## src/rtl/flag_sync_pkg.sv

```systemverilog
// Shared types and constants for the multi-channel flag synchroniser.
package flag_sync_pkg;

  typedef enum logic [1:0] {
    LEVEL = 2'd0,
    RISE  = 2'd1,
    FALL  = 2'd2,
    BOTH  = 2'd3
  } edge_mode_e;

  localparam int MIN_SYNC_STAGES = 2;
  localparam int MAX_N_CH        = 32;

  // Width of a channel selector; a single channel still needs one select bit.
  function automatic int sel_width(input int n_ch);
    return (n_ch > 1) ? $clog2(n_ch) : 1;
  endfunction

endpackage

```

## src/rtl/flag_sync_chan.sv

```systemverilog
// One flag channel: synchroniser chain, edge detector, pulse, sticky
// pending/overflow flags and a saturating event counter.
module flag_sync_chan
  import flag_sync_pkg::*;
#(
  parameter int SYNC_STAGES = 2,
  parameter int EDGE_MODE   = 1,
  parameter int CNT_W       = 8
) (
  input  logic             clk,
  input  logic             rst,
  input  logic             async_i,
  input  logic             clr_i,
  output logic             level_o,
  output logic             pulse_o,
  output logic             pending_o,
  output logic             overflow_o,
  output logic [CNT_W-1:0] cnt_o
);

  localparam edge_mode_e       MODE    = edge_mode_e'(EDGE_MODE[1:0]);
  localparam logic [CNT_W-1:0] CNT_MAX = {CNT_W{1'b1}};
  localparam logic [CNT_W-1:0] CNT_ONE = CNT_W'(1);

  logic [SYNC_STAGES-1:0] sync_q, sync_d;
  logic                   prev_q, prev_d;
  logic                   pulse_q, pulse_d;
  logic                   pending_q, pending_d;
  logic                   overflow_q, overflow_d;
  logic [CNT_W-1:0]       cnt_q, cnt_d;
  logic                   level_s;
  logic                   event_s;

  assign level_s = sync_q[SYNC_STAGES-1];

  // Event detection and next-state for all channel state.
  always_comb begin
    sync_d     = {sync_q[SYNC_STAGES-2:0], async_i};
    prev_d     = level_s;
    event_s    = 1'b0;
    pending_d  = pending_q;
    overflow_d = overflow_q;
    cnt_d      = cnt_q;

    case (MODE)
      LEVEL:   event_s = level_s;
      RISE:    event_s = level_s & ~prev_q;
      FALL:    event_s = ~level_s & prev_q;
      BOTH:    event_s = level_s ^ prev_q;
      default: event_s = 1'b0;
    endcase

    pulse_d = event_s;

    // A clear only wipes history older than a coincident event, so the event still counts.
    if (clr_i) begin
      pending_d  = event_s;
      overflow_d = 1'b0;
      cnt_d      = event_s ? CNT_ONE : '0;
    end else if (event_s) begin
      pending_d  = 1'b1;
      overflow_d = overflow_q | pending_q;
      cnt_d      = (cnt_q == CNT_MAX) ? cnt_q : cnt_q + CNT_ONE;
    end else begin
      pending_d  = pending_q;
      overflow_d = overflow_q;
      cnt_d      = cnt_q;
    end
  end

  // Channel state registers with synchronous reset.
  always_ff @(posedge clk) begin
    if (rst) begin
      sync_q     <= '0;
      prev_q     <= 1'b0;
      pulse_q    <= 1'b0;
      pending_q  <= 1'b0;
      overflow_q <= 1'b0;
      cnt_q      <= '0;
    end else begin
      sync_q     <= sync_d;
      prev_q     <= prev_d;
      pulse_q    <= pulse_d;
      pending_q  <= pending_d;
      overflow_q <= overflow_d;
      cnt_q      <= cnt_d;
    end
  end

  assign level_o    = level_s;
  assign pulse_o    = pulse_q;
  assign pending_o  = pending_q;
  assign overflow_o = overflow_q;
  assign cnt_o      = cnt_q;

endmodule

```

## src/rtl/flag_sync_multi.sv

```systemverilog
// N-channel receiver for asynchronous flags; one flag_sync_chan per input
// plus a read mux over the per-channel event counters.
module flag_sync_multi
  import flag_sync_pkg::*;
#(
  parameter int N_CH        = 4,
  parameter int SYNC_STAGES = 2,
  parameter int EDGE_MODE   = 1,
  parameter int CNT_W       = 8,
  localparam int SEL_W      = sel_width(N_CH)
) (
  input  logic             clk,
  input  logic             rst,
  input  logic [N_CH-1:0]  async_in,
  input  logic [N_CH-1:0]  clr,
  input  logic [SEL_W-1:0] cnt_sel,
  output logic [N_CH-1:0]  level_out,
  output logic [N_CH-1:0]  pulse_out,
  output logic [N_CH-1:0]  pending,
  output logic [N_CH-1:0]  overflow,
  output logic [CNT_W-1:0] cnt_out
);

  logic [CNT_W-1:0] cnt_s [N_CH];

  for (genvar g = 0; g < N_CH; g++) begin : g_chan
    flag_sync_chan #(
      .SYNC_STAGES (SYNC_STAGES),
      .EDGE_MODE   (EDGE_MODE),
      .CNT_W       (CNT_W)
    ) u_chan (
      .clk        (clk),
      .rst        (rst),
      .async_i    (async_in[g]),
      .clr_i      (clr[g]),
      .level_o    (level_out[g]),
      .pulse_o    (pulse_out[g]),
      .pending_o  (pending[g]),
      .overflow_o (overflow[g]),
      .cnt_o      (cnt_s[g])
    );
  end

  // Counter read mux; a select beyond the last channel matches nothing and reads 0.
  always_comb begin
    cnt_out = '0;
    for (int i = 0; i < N_CH; i++) begin
      cnt_out = cnt_out | ((cnt_sel == SEL_W'(i)) ? cnt_s[i] : '0);
    end
  end

endmodule
```

## config.mk

```make
export PLATFORM = sky130hd
export DESIGN_NAME = flag_sync_multi
export DESIGN_NICKNAME = d
export VERILOG_FILES = /design/src/rtl/flag_sync_pkg.sv /design/src/rtl/flag_sync_chan.sv /design/src/rtl/flag_sync_multi.sv
export SDC_FILE = /design/constraint.sdc
export NUM_CORES = 1
export LEC_CHECK = 0
export CORE_UTILIZATION = 35
export CTS_BUF_LIST = sky130_fd_sc_hd__clkbuf_4
export CTS_CLUSTER_DIAMETER = 200
export DETAILED_ROUTE_END_ITERATION = 7
export PLACE_DENSITY = 0.63
export SKIP_CTS_REPAIR_TIMING = 1
export SLEW_MARGIN = 20
export SYNTH_ARGS = -nofsm -noshare
export SYNTH_HDL_FRONTEND = slang
export SYNTH_SLANG_ARGS = --single-unit
```

## constraint.sdc

```tcl
create_clock -name clk -period 2.8 [get_ports clk]
set_input_delay 0.56 -clock clk [delete_from_list [all_inputs] [get_ports clk]]
set_output_delay 0.56 -clock clk [all_outputs]
set_load 0.05 [all_outputs]
```

# ---- Yosys cells after proc, flatten, opt, wreduce, memory -nomap -nowiden
# Cells that the tools add are included.
dict set report word_totals {
  reg_bits 56
  output_inout_bits 24
  wordCells 95
}
dict set report op_classes {
  add_sub_neg 4
  eq_ne 11
  muxes 28
  n_bitwise 15
  reduce_logical 13
}
# operator n
set op_table {}
lappend op_table {{8-bit two-way mux} 16}
lappend op_table {{8-bit by 1-bit adder with 8-bit output, second input constant} 4}
lappend op_table {{8-bit equality test, second input constant} 4}
lappend op_table {{8-bit OR} 3}
lappend op_table {{1-bit two-way mux} 12}
lappend op_table {{2-bit != test, second input constant} 4}
lappend op_table {{2-bit AND reduction} 4}
lappend op_table {{2-bit nonzero test} 4}
lappend op_table {{2-bit OR reduction} 4}
lappend op_table {{1-bit AND} 4}
lappend op_table {{2-bit equality test, second input constant} 2}
lappend op_table {{1-bit inverter} 4}
lappend op_table {{1-bit OR} 4}
lappend op_table {{2-bit by 1-bit equality test with 1-bit output, second input constant} 1}
lappend op_table {{2-bit logical NOT} 1}

# ---- Longest topological paths before layout
dict set report depth {
  word_depth 5
  mapped_depth 6
  mapped_depth_nobuf 5
}

# ---- Modules after synthesis
# Synthesis repeated with hierarchy kept, for this count alone.
dict set report hier_totals {
  hier_cells 274
  area_unflattened_um2 2840.2
}
# module n_inst cells_each area_each_um2 seq_area_each_um2
set by_module_without_submodules {}
lappend by_module_without_submodules {flag_sync_chan 4 66 659.4 280.3}
lappend by_module_without_submodules {flag_sync_multi 1 10 202.7 0.0}

# ---- Worst setup path before layout
# No wires, ideal clock.
dict set report synth_timing {
  path_kind {input to output}
  from {in cnt_sel[1]}
  to {out cnt_out[1]}
  arrival_ns 1.567
  required_ns 2.240
  setup_slack_ns 0.673
  stages 2
  path_cell_list {clkbuf_1 mux4_2}
}
dict set report synth_via {
  elab_chain_cells 5
  word_cells_on_any_way 11
}
# item line
set synth_rtl {}
lappend synth_rtl {{from (decl)} flag_sync_multi.sv:16} ;# input logic [SEL_W-1:0] cnt_sel,
lappend synth_rtl {{2-bit by 1-bit equality test with 1-bit output or 2-bit logical NOT (tied branches)} flag_sync_multi.sv:48} ;# cnt_out = cnt_out | ((cnt_sel == SEL_W'(i)) ? cnt_s[i] : '0);
lappend synth_rtl {{8-bit two-way mux} flag_sync_multi.sv:48}
lappend synth_rtl {{8-bit OR (2 in series)} flag_sync_multi.sv:48}
lappend synth_rtl {{8-bit OR *} flag_sync_multi.sv:48}
lappend synth_rtl {{to (decl)} flag_sync_multi.sv:21} ;# output logic [CNT_W-1:0] cnt_out
# Every way passes the cells marked *; elsewhere a longest branch is shown, timed or not.

# ---- Worst setup path in the final report
dict set report layout_timing {
  from {in cnt_sel[0]}
  to {out cnt_out[7]}
}
# Same word-level chain as after synthesis.

==> results.ini <==
[final_layout]
fillers=737
final_layout_size_suffix_gt1_share_pct=11.8
layout_commonest_cell=dfxtp_1
areaGrowthSynthToFinish_pct=15.1
nNetsFinal=312
antenna_cells=0
layout_common_cells=56 x dfxtp_1, 32 x nor2_1, 27 x clkdlybuf4s50_1

[clock_network]
worst_skew_pair.late_latency_ns=0.36
cts_buffer_depth=2
clock_sinks=56
cts-root-buf=clkbuf_4
cts_tree=done
cts_buffers=5
path_clk_slew_ns=0.16
htreeDepth=2

[timing]
period_needed_ns=2.60
hold_viol=0
clock_skew_ns=0.0164
rsz0062_at_grt=false
finalCritPeriodShare_pct=92.9
worst_pin_slew_ns=0.549
maxSlewViolCount=0
finalSetupViolations=0
slew_headroom_pct=63.3
max_freq_ghz=0.385
fin_tns_setup_ns=0

[global_routing]
antenna_found_initial=0
grt_pass1_wl_um=9110
met1_usage_pct=22.2
track_usage_pct=15.2
grt-ovfl-total=0
grt-busiest-layer=met2
grt_util_met3_pct=3.54
grt_max_degree=16
grt_pass1_vias=1873
use_met2_pct=22.6

[place]
place.gp.congestion=0.829
port_buffers=35
hpwl_um=4080

[worst_hold_path]
worstHoldPathType=reg2reg

[floorplan]
core_mm2=0.00721
die-area_mm2=0.00780
placementRows=31
dieWidth_um=88.3
ios=36
die_h_um=88.3
start_util_pct=36.1

[power]
worst_ir_drop_vdd_mv=0.268
leakage_nw=1.12
p_per_area_mw_per_mm2=435
power_mw=1.30

[yosys]
synthCells=273
yosysTopAreaCell=dfxtp_1
yosys_warnings=0
post_synth.cell_area_avg_um2=9.55
ys_ff_latch=56
async_reset_ff_share_pct=0
synth_fp_nets=289
synthFlopType=dfxtp_1
netlist_area_mm2=0.00261
yosysSeqAreaShare_pct=43.0
yosys.area.top_type_share_pct=43.0
yosys-top-cells-area=dfxtp_1 43%, mux4_2 6.9%, buf_4 4.6%, nor2_1 4.6%, nor2b_1 3.6%
synth_edf_count=0
synthDistinctLibCells=47

[worst_setup_path]
critPathLaunchType=input port
crit_fanout=6
crit_required_ns=2.24
end_kind=output pin
cp.arrival_ns=2.04
critPathKind=in2out

[flow_run]
cap_violations=0

[detailed_routing]
drt_iter0_drc=60
wl_um=5480
vias_per_cell=5.06
firstDrtPassIters=4
num_vias=2003
ant_nets=0
wl_per_cell_um=13.8
remaining_drc_errors=0

[outcome]
status=complete, no violations

-- routing by layer --
layer / part of all wire [%] / vias to the layer above
li1: - / 1004
met5: 0 / -
met1: 50 / 947
met2: 44 / 50
met3: 5.7 / 2
met4: 0.53 / 0
-- state kept, by name (all words and copies together), names as in the netlist --
| register | count |
|---|---|
| g_chan.u_chan.pending_o | 4 |
| g_chan.u_chan.sync_q | 8 |
| g_chan.u_chan.pulse_o | 4 |
| g_chan.u_chan.overflow_o | 4 |
| g_chan.u_chan.cnt_o | 32 |
| g_chan.u_chan.prev_q | 4 |
-- kinds of logic (layout without fill, tap and decap cells) --
logic type | after synthesis | in the layout | share of synthesized area [%]
adder cells (fa/ha/maj) | 4 | 4 | 1.92
multiplexers | 13 | 13 | 8.83
buffers and inverters | 31 | 55 | 7.25
AO/OA/AOI/OAI | 48 | 48 | 13.4
XOR/XNOR | 13 | 13 | 4.37
flip-flops | 56 | 56 | 43.0
AND/OR/NAND/NOR | 108 | 108 | 21.3
-- power by group --
part           total, mW  switching [mW]  internal, mW
clock              0.357           0.241         0.117
combinational      0.124          0.0697        0.0546
sequential         0.822          0.0105         0.811
total               1.30           0.321         0.983
-- Yosys cell counts, drive strengths merged (3+ instances only) --
library cell / n
a21oi: 11
dfxtp: 56
mux4: 8
nand2b: 5
nor2: 32
nand2: 12
mux2i: 5
inv: 5
o211ai: 8
o21ai: 6
clkbuf: 5
or2: 4
a21o: 3
nand4: 6
buf: 21
and3: 7
nand3: 10
ha: 4
nor4: 3
a31oi: 4
nor3: 5
xnor2: 5
xor2: 8
nor2b: 15
-- stage by stage --
step	util, %	setup WS [ns]	hold WS, ns	cell area, um^2	std cells
6_report	41.6	0.200	0.431	3000	396
5_1_grt	41.6	0.131	0.456	3000	396
4_1_cts	41.6	0.187	0.438	3000	396
3_5_place_dp	40.8	0.187	0.417	2940	388
3_3_place_gp	40.8	0.237	0.410	2940	388
2_1_floorplan	-	0.673	0.396	2610	273
-- cell type report --
| cell class | count | area, um^2 | area share [%] |
|---|---|---|---|
| multi-input cells | 186 | 1300 | 43.2 |
| flip-flops and latches | 56 | 1120 | 37.4 |
| clock inverters | 1 | 3.75 | 0.125 |
| clock buffers | 7 | 52.6 | 1.75 |
| inverters | 5 | 18.8 | 0.626 |
| repair buffers | 42 | 383 | 12.8 |
| well taps | 99 | 124 | 4.13 |
-- path summary, 6_finish.rpt --
check	startpoint	end	slack, ns	cells after the start
setup reg to reg	g_chan[3].u_chan.cnt_o[0]	g_chan[3].u_chan.cnt_o[6]	1.08	5
hold reg to reg	g_chan[2].u_chan.prev_q	g_chan[2].u_chan.pulse_o	0.43	1
hold / removal	g_chan[2].u_chan.prev_q	g_chan[2].u_chan.pulse_o	0.43	1
setup / recovery	cnt_sel[0]	cnt_out[7]	0.20	4
-- critical path: stages --
cell and delay [ns]:
clkdlybuf4s50_1 0.55, buf_4 0.20, mux4_2 0.51, buf_4 0.21
Note: power is estimated with default switching activity, not from simulation.
